`src/rtl/repl_pkg.sv`:
```
// rtl/repl_pkg.sv - shared constants, width helpers and FSM encoding for the replacement unit
package repl_pkg;

    localparam int MODE_FIFO = 0;
    localparam int MODE_LRU  = 1;

    function automatic int clog2(input int value);
        int r;
        r = 0;
        for (int i = 0; i < 31; i++) begin
            if ((1 << i) < value) begin
                r = i + 1;
            end
        end
        return r;
    endfunction

    // One set's ages packed as WAYS fields of clog2(WAYS) bits, way 0 in the LSBs.
    function automatic int age_vec_w(input int ways);
        return ways * clog2(ways);
    endfunction

    typedef enum logic [1:0] {
        ST_IDLE,
        ST_CALC,
        ST_COMMIT
    } repl_state_e;

endpackage

```
`src/rtl/repl_age_update.sv`:
```
// rtl/repl_age_update.sv - makes one way newest while keeping the set's ages a permutation
module repl_age_update
    import repl_pkg::*;
#(
    parameter int WAYS = 4
) (
    input  logic [age_vec_w(WAYS)-1:0] ages_in,
    input  logic [clog2(WAYS)-1:0]     way,
    output logic [age_vec_w(WAYS)-1:0] ages_out
);

    localparam int IDX_W = clog2(WAYS);

    logic [IDX_W-1:0] ref_age;

    always_comb begin
        ref_age  = ages_in[int'(way)*IDX_W +: IDX_W];
        ages_out = ages_in;
        for (int u = 0; u < WAYS; u++) begin
            if (ages_in[u*IDX_W +: IDX_W] < ref_age) begin
                ages_out[u*IDX_W +: IDX_W] = ages_in[u*IDX_W +: IDX_W] + IDX_W'(1);
            end
        end
        ages_out[int'(way)*IDX_W +: IDX_W] = '0;
    end

endmodule

```
`src/rtl/repl_policy_unit.sv`:
```
// rtl/repl_policy_unit.sv - per-set age ordering and one-hot victim selection (FIFO or LRU)
module repl_policy_unit
    import repl_pkg::*;
#(
    parameter int WAYS = 4,
    parameter int SETS = 256,
    parameter int MODE = MODE_FIFO
) (
    input  logic                     clk,
    input  logic                     rst,
    input  logic                     req_valid,
    output logic                     req_ready,
    input  logic [clog2(SETS)-1:0]   req_set,
    input  logic [WAYS-1:0]          req_vbits,
    output logic                     resp_valid,
    output logic [WAYS-1:0]          resp_way,
    output logic [clog2(WAYS)-1:0]   resp_way_idx,
    input  logic                     touch_valid,
    output logic                     touch_ready,
    input  logic [clog2(SETS)-1:0]   touch_set,
    input  logic [clog2(WAYS)-1:0]   touch_way
);

    localparam int IDX_W = clog2(WAYS);
    localparam int SET_W = clog2(SETS);
    localparam int AGE_W = age_vec_w(WAYS);

    function automatic logic [AGE_W-1:0] reset_ages();
        logic [AGE_W-1:0] a;
        a = '0;
        for (int w = 0; w < WAYS; w++) begin
            a[w*IDX_W +: IDX_W] = IDX_W'(w);
        end
        return a;
    endfunction

    localparam logic [AGE_W-1:0] AGE_INIT = reset_ages();

    repl_state_e      state_q, state_d;
    logic [SET_W-1:0] set_q, set_d;
    logic [WAYS-1:0]  vbits_q, vbits_d;
    logic [WAYS-1:0]  way_q, way_d;
    logic [IDX_W-1:0] way_idx_q, way_idx_d;
    logic [AGE_W-1:0] age_q [SETS];
    logic [AGE_W-1:0] age_d [SETS];

    logic [AGE_W-1:0] cur_ages;
    logic [AGE_W-1:0] alloc_ages;
    logic [AGE_W-1:0] touch_ages;
    logic [IDX_W-1:0] victim_idx;
    logic             touch_fire;

    assign cur_ages = age_q[set_q];

    // Descending scans so the lowest matching way wins; no match leaves way 0.
    always_comb begin
        victim_idx = '0;
        if (!(&vbits_q)) begin
            for (int w = WAYS - 1; w >= 0; w--) begin
                if (!vbits_q[w]) begin
                    victim_idx = IDX_W'(w);
                end
            end
        end else begin
            for (int w = WAYS - 1; w >= 0; w--) begin
                if (cur_ages[w*IDX_W +: IDX_W] == IDX_W'(WAYS - 1)) begin
                    victim_idx = IDX_W'(w);
                end
            end
        end
    end

    // Commit reads ages after any touch written at the CALC edge, with the victim latched in CALC.
    repl_age_update #(.WAYS(WAYS)) u_alloc_update (
        .ages_in  (cur_ages),
        .way      (way_idx_q),
        .ages_out (alloc_ages)
    );

    repl_age_update #(.WAYS(WAYS)) u_touch_update (
        .ages_in  (age_q[touch_set]),
        .way      (touch_way),
        .ages_out (touch_ages)
    );

    assign touch_ready  = (state_q != ST_COMMIT);
    assign touch_fire   = touch_valid && touch_ready && (MODE == MODE_LRU);
    assign resp_way     = way_q;
    assign resp_way_idx = way_idx_q;

    always_comb begin
        state_d    = state_q;
        set_d      = set_q;
        vbits_d    = vbits_q;
        way_d      = way_q;
        way_idx_d  = way_idx_q;
        req_ready  = 1'b0;
        resp_valid = 1'b0;
        case (state_q)
            ST_IDLE: begin
                req_ready = 1'b1;
                if (req_valid) begin
                    set_d   = req_set;
                    vbits_d = req_vbits;
                    state_d = ST_CALC;
                end
            end
            ST_CALC: begin
                way_idx_d = victim_idx;
                way_d     = WAYS'(1) << victim_idx;
                state_d   = ST_COMMIT;
            end
            ST_COMMIT: begin
                resp_valid = 1'b1;
                state_d    = ST_IDLE;
            end
            default: state_d = ST_IDLE;
        endcase
    end

    // Touch and commit never target the same cycle: touch_ready is low in COMMIT.
    always_comb begin
        age_d = age_q;
        if (touch_fire) begin
            age_d[touch_set] = touch_ages;
        end
        if (state_q == ST_COMMIT) begin
            age_d[set_q] = alloc_ages;
        end
    end

    always_ff @(posedge clk or negedge rst) begin
        if (!rst) begin
            state_q   <= ST_IDLE;
            set_q     <= '0;
            vbits_q   <= '0;
            way_q     <= '0;
            way_idx_q <= '0;
            for (int s = 0; s < SETS; s++) begin
                age_q[s] <= AGE_INIT;
            end
        end else begin
            state_q   <= state_d;
            set_q     <= set_d;
            vbits_q   <= vbits_d;
            way_q     <= way_d;
            way_idx_q <= way_idx_d;
            age_q     <= age_d;
        end
    end

endmodule

```
`config.mk`:
```
export PLATFORM = sky130hd
export DESIGN_NAME = repl_policy_unit
export DESIGN_NICKNAME = d
export VERILOG_FILES = /design/src/rtl/repl_pkg.sv /design/src/rtl/repl_age_update.sv /design/src/rtl/repl_policy_unit.sv
export SDC_FILE = /design/constraint.sdc
export NUM_CORES = 2
export LEC_CHECK = 0
export ABC_CLOCK_PERIOD_IN_PS = 14660
export BUFFER_PORTS_ARGS = -buffer_cell sky130_fd_sc_hd__clkbuf_2
export CAP_MARGIN = 20
export CORE_ASPECT_RATIO = 1.4
export CORE_MARGIN = 1.5
export CORE_UTILIZATION = 35
export DETAILED_ROUTE_END_ITERATION = 12
export PLACE_DENSITY_LB_ADDON = 0.15
export SLEW_MARGIN = 5
export SYNTH_ARGS = -nofsm -noshare
export SYNTH_HDL_FRONTEND = slang
export SYNTH_HIERARCHICAL = 1
export SYNTH_SLANG_ARGS = --single-unit
```
`constraint.sdc`:
```
create_clock -name clk -period 14.66 [get_ports clk]
set_input_delay 2.932 -clock clk [delete_from_list [all_inputs] [get_ports clk]]
set_output_delay 2.932 -clock clk [all_outputs]
set_load 0.02 [all_outputs]
```
; ---- Yosys cells after proc, flatten, opt, wreduce, memory -nomap -nowiden
; Cells that the tools add are included.
[word_totals]
reg_bits = 2068
in_bits = 26
output_inout_bits = 9
elab_cells = 313
[op_classes]
add_sub_neg = 5
n_lt_le_gt_ge = 6
n_eq_ne = 8
shift = 4
mux = 24
n_bitwise = 1
reduce_logical = 4
[op_table]
columns = cell, n
row1 = 2048-bit bitwise mux, 1
row2 = 8-bit binary-select mux with 8-bit select, 1
row3 = 8-bit demux with 8-bit select, 1
row4 = 3-bit negation with 33-bit output, 1
row5 = 2-bit by 33-bit variable shift with 8-bit output (first input constant), 1
row6 = 2-bit by 33-bit variable part select with 8-bit output (first input constant), 1
row7 = 2-bit 2-to-1 mux, 14
row8 = 8-bit 2-to-1 mux, 3
row9 = 2-bit equality test (second input constant), 5
row10 = 9-bit greater-or-equal comparator (second input constant), 1
row11 = 9-bit by 1-bit less-than comparator with 1-bit output (second input constant), 1
row12 = 8-bit inverter with 9-bit output, 1
row13 = 2-bit by 1-bit adder with 2-bit output (second input constant), 4
row14 = 8-bit bitwise mux, 1
row15 = 2-bit less-than comparator, 4
row16 = 8-bit by 4-bit variable part select with 2-bit output, 1
row17 = 2-bit inequality test (second input constant), 2
row18 = 2-bit case mux with 2 select lines, 1
row19 = 4-bit AND reduction, 1
row20 = 1-bit by 2-bit << shifter with 4-bit output (first input constant), 1
row21 = 2-bit by 1-bit equality test with 1-bit output (second input constant), 1
row22 = 2-bit zero test, 1
row23 = 1-bit 2-to-1 mux, 2
row24 = 2-bit AND reduction, 1
row25 = 1-bit logical AND, 1

; ---- Longest topological paths before layout
[depth]
depth_word = 11
mapped_depth = 18

; ---- Cells and area by module
; The synthesis kept the hierarchy.
[by_module_without_submodules]
columns = module, n_inst, cells_per_inst, area_per_inst_um2, seq_area_each_um2
row1 = repl_policy_unit, 1, 5891, 94145.3, 53030.9
row2 = repl_age_update, 1, 35, 310.3, 0.0

; ---- Worst setup path after synthesis
; No wires, ideal clock.
[synth_timing]
kind = register to register
startpoint = register set_q[1]
endpoint = register age_q[1007] in the netlist's numbering
setup_time_ns = 0.060
t_arrival_ns = 4.608
required_time_ns = 14.600
path_slack_ns = 9.992
path_stages_with_launch = 19
path_buffers = 6
synth_period_minus_slack_ns = 4.668
path_cell_list = dfrtp_1 -> buf_2 -> buf_2 -> clkbuf_1 -> clkbuf_1 -> mux4_2 -> a22oi_1 -> a21oi_1 -> o41ai_1 -> nand4_1 -> mux4_1 -> inv_1 -> ha_1 -> nor3b_1 -> xnor2_1 -> nor2_1 -> clkbuf_1 -> clkbuf_1 -> mux2_2
[synth_via]
elab_chain_len = 9
[synth_lines]
columns = element, line
row1 = "start, declared", repl_policy_unit.sv:40  ; logic [SET_W-1:0] set_q, set_d;
row2 = "start signal, assigned", repl_policy_unit.sv:144  ; set_q <= set_d;
row3 = 8-bit inverter with 9-bit output (not written as such), repl_policy_unit.sv:53  ; assign cur_ages = age_q[set_q];
row4 = 8-bit binary-select mux with 8-bit select, repl_policy_unit.sv:53
row5 = 8-bit 2-to-1 mux (not written as such) (2 in a row), repl_policy_unit.sv:53
row6 = named net cur_ages[5], repl_policy_unit.sv:47  ; logic [AGE_W-1:0] cur_ages;
row7 = 8-bit by 4-bit variable part select with 2-bit output, repl_age_update.sv:17  ; ref_age = ages_in[int'(way)*IDX_W +: IDX_W];
row8 = 2-bit less-than comparator, repl_age_update.sv:20  ; if (ages_in[u*IDX_W +: IDX_W] < ref_age) begin
row9 = 2-bit 2-to-1 mux, repl_age_update.sv:20
row10 = 8-bit bitwise mux, repl_age_update.sv:24  ; ages_out[int'(way)*IDX_W +: IDX_W] = '0;
row11 = named net alloc_ages[7], repl_policy_unit.sv:48  ; logic [AGE_W-1:0] alloc_ages;
row12 = 2048-bit bitwise mux, repl_policy_unit.sv:128  ; age_d[set_q] = alloc_ages;
row13 = "end signal, assigned", repl_policy_unit.sv:148  ; age_q <= age_d;
row14 = "end, declared", repl_policy_unit.sv:44  ; logic [AGE_W-1:0] age_q [SETS];
; The timed path passes the listed nets, and every way through them passes these cells. The select of a mux whose other input is x is not followed.
; A chain may end at the register's enable or synchronous reset.

; ---- Worst setup path in the final report
[layout_timing]
startpoint = register set_q[0]
endpoint = register age_q[725] in the netlist's numbering
; Same word-level chain as after synthesis.

==> results.md <==
Timing:
- The clock skew is 0.05707 ns.
- At the pin with the least slew margin, the transition time is 1.212 ns.
- The number of slew-limit violations in the final report came to 0.
- Setup repair after global routing left no endpoint under its margin.
- The routed design could run at a clock period as short as 9.029 ns.
- Setup violations remaining at the end of the flow were counted as 0.
- The worst pin sits at a relative slew slack of 18.12%.
- The fmax is 0.1108 GHz.
- The summed negative setup slack over all endpoints is 0 ns.
- The final critical-path share of the clock period is 61.59%.
- The number of failing hold endpoints at the final stage is 0.

Synthesis:
- The number of different library cells in the post-synthesis netlist is 45.
- During synthesis, Yosys emitted a total of 6 warnings.
- Counting instances in the post-synthesis netlist gives the leading cell types as mux2_2 (2,059), dfrtp_1 (1,044), dfstp_2 (1,024), mux4_2 (513), clkbuf_1 (351).
- The most instantiated flip-flop cell in the synthesis netlist is dfrtp_1.
- The flop and latch count out of synthesis is 2,068.
- After synthesis, the mean cell area works out to 15.94 sq um.
- Ranked by total cell area, the synthesized netlist is headed by dfstp_2 (28%), dfrtp_1 (28%), mux2_2 (25%).
- For this run, the register share of the synthesized area comes to 56.14%.
- Synthesis produced a netlist whose cell count is 5,926.
- The number of synthesized flops with an enable pin is 0.
- The area of the mapped netlist is 94,460 sq um.
- The most common cell in the synthesized netlist is mux2_2.
- In this run the biggest area consumer among cell types represents 28.49% of the synthesized area.
- For this run, asynchronously set or reset flops after synthesis account for 100.0%.
- The biggest area contributor in the post-synthesis netlist is dfstp_2.
- The total nets after synthesis is 5,956.

GRT:
- Across every metal layer, demand over resource in global routing totals 19.32%.
- The global-route wire length before repair is 395.2 mm.
- The global route total overflow is 0.
- The number of global-route vias before repair is 56,286.
- The initial antenna violation count came to 10.
- Entering global routing, the biggest net connects 176 pins.

Clock network:
- The total CTS buffers is 212.
- The hold buffer count at CTS is 0.
- The post-cts resize count is 0.
- The TritonCTS clock tree is done.
- The number of setup buffers added after CTS is 0.
- Clock-pin slew was measured on the worst setup and hold paths at 0.06 ns.
- The clock root buffer is clkbuf_16.
- The clock insertion delay at the later pin of the skew report is 0.88 ns.
- The clock drives 2,068 sinks.
- The clock passes through at most 4 buffers.
- The H-tree depth is 4.

Floorplan:
- The die covers 273,000 sq um.
- The floorplan row count is 225.
- The core region is 268,300 sq um.
- The die is 617.7 microns tall.
- The starting density of the core is 35.21%.
- For this design the top-level I/O count stands at 35.
- Measured along the x axis, the die boundary spans 442.1 microns.

Routing:
- After detailed routing, the number of remaining DRC violations is 0.
- The number of search-and-repair iterations in the first detailed-routing pass is 5.
- The antenna violation net count after detailed routing is 0.
- After the first detailed-routing iteration, the DRC count stood at 3,043.
- The overall via count from detail_route is 52,221.
- The average wire length per cell after detail routing is 27.80 microns.
- In the routed layout, each cell is associated on average with a via count of 5.479.
- The detailed-route wire length is 264.9 mm.

Worst setup path:
- The highest-delay cell along the critical path is o41ai_1.
- The highest fanout seen on the critical path is 169.
- In this design, the critical path's most frequently occurring cell is buf_12.
- The kind of cell with the highest combined delay along the critical path is buffers and inverters.
- The worst setup path is captured at a flip-flop.
- Data on the critical path is required at its endpoint by 15.43 ns.
- The longest individual stage delay on the worst path is 1.06 ns.
- The kind of start point of the critical path is a flip-flop.
- Across all register-to-register paths, the minimum setup slack is 5.63 ns.
- The critical path is of the reg -> reg type.
- The signal arrival time at the worst endpoint is 9.80 ns.
- Walking the worst path, the cells encountered are buf_12, buf_12, mux4_2, a22oi_1, a21oi_1, o41ai_1, nand4_1, mux4_1, inv_1, ha_1, nor3b_1, xnor2_1, nor2_4, buf_12, buf_4, mux2_2.
- The worst register-to-register path begins at set_q[0].
- The worst path buffer plus inverter count is 5.
- In this run the worst setup path begins at set_q[0].

Cells and area:
- The count of placed standard cells in the final layout, fillers left out is 9,531.
- The number of filler cells placed in the layout is 24,781.
- For this run, the share of the core covered by cells in the final layout is 39.32%.
- Registers take 53,040 sq um.
- The post-route netlist has 68.28% of its cells at a drive strength greater than 1.
- Summing all multi-input logic gate instances after layout gives 39,670 sq um.
- In the final design database the tool counted 5,865 nets.
- Relative to the synthesized area, the layout overhead comes to 11.67%.

Placed design:
- The number of buffers added on ports is 23.
- The number of placed instances, taps included, is 9,134.
- The weighted congestion reported at the end of routability-driven placement is 0.7843.
- Summed over all nets, the half-perimeter wirelength after detailed placement is 158.3 mm.

Min path:
- The path class of the tightest hold or removal check is reg -> reg.
- The startpoint of the tightest hold check path is age_q[169].

Pwr:
- Total power for the finished layout comes to 12.60 mW.
- The worst-case IR drop observed on VDD is 0.1095 mV.
- The reported leakage power is 45.12 nW.
- Power spread over the standard cell area amounts to 119.4 nW/um^2.

Flow run:
- The number of max-cap violations is 0.

Run status:
- The run finished with clean final reports.
==> worst reg2reg max path: stages (launching register included) <==
cell     delay (ns)
dfrtp_4        1.00
buf_12         0.46
buf_12         0.68
mux4_2         0.69
a22oi_1        0.16
a21oi_1        0.23
o41ai_1        1.06
nand4_1        0.57
mux4_1         0.66
inv_1          0.16
ha_1           0.27
nor3b_1        0.36
xnor2_1        0.18
nor2_4         0.70
buf_12         0.55
buf_4          0.86
mux2_2         0.33
==> final cells by class <==
cell class,count,share of cell area [%]
multi-input combinational,3393,37.61
clock inverter,45,0.3879
clock buffer,346,6.140
tap,3518,4.173
timing repair buffer,152,1.374
antenna,1,0.002372
inverter,8,0.02847
sequential,2068,50.28
==> layer usage <==
| layer | part of all wire [%] | vias to the layer above | GRT usage (%) |
|---|---|---|---|
| li1 | - | 22123 | - |
| met1 | 44 | 28843 | 25.89 |
| met2 | 49 | 855 | 32.19 |
| met3 | 3.7 | 394 | 2.772 |
| met4 | 3.2 | 6 | 6.224 |
| met5 | 0.015 | - | 0 |
==> where the power goes <==
part / internal (mW) / switching [mW] / total, mW
clock: 3.13 / 2.32 / 5.45
sequential: 5.74 / 0.0627 / 5.80
combinational: 0.390 / 0.955 / 1.35
==> through the flow <==
stage | cell area [sq um] | hold WS (ns) | worst slack [ns]
floorplan | 94460 | 0.4721 | 9.992
finish | 105500 | 0.4989 | 5.631
detailed placement | 98460 | 0.4870 | 5.547
global placement | 98430 | 0.4797 | 5.708
CTS | 105300 | 0.5013 | 5.440
global route | 105500 | 0.5037 | 5.060
==> kinds of logic after synthesis <==
logic type                 Yosys count  share of synthesized area [%]
adders and majority gates            4                        0.05299
and+or+nand+nor                    380                          1.688
buffers and inverters              465                          2.102
xor gates and xnor gates             4                        0.03709
DFF                               2068                          56.14
muxes                             2573                          36.81
AOI/OAI and AO/OA                  432                          3.170
==> sequential cells by signal, summed over array words and instances (netlist names) <==
register	count
age_q	2048
resp_way	4
resp_way_idx	2
set_q	8
state_q	2
vbits_q	4
==> final timing paths <==
kind / end / cells past startpoint
setup / recovery: age_q[725] / 16
hold / removal: age_q[169] / 1
setup reg to reg: age_q[725] / 16
hold reg to reg: age_q[169] / 1
max in group asynchronous: age_q[977] / 4
min in group asynchronous: age_q[76] / 1
==> cell usage in the layout, fill, tap and decap left out, types with 29 or more instances in the layout <==
master	instances
mux2_2	2059
dfrtp_1	1042
dfstp_2	1024
mux4_2	513
a22oi_1	257
clkbuf_16	218
nand2_1	215
a21oi_1	128
buf_4	104
nor2_1	80
clkbuf_1	74
clkbuf_8	54
clkinv_2	30
o41ai_1	29
Note: power is estimated with default switching activity, not from simulation.
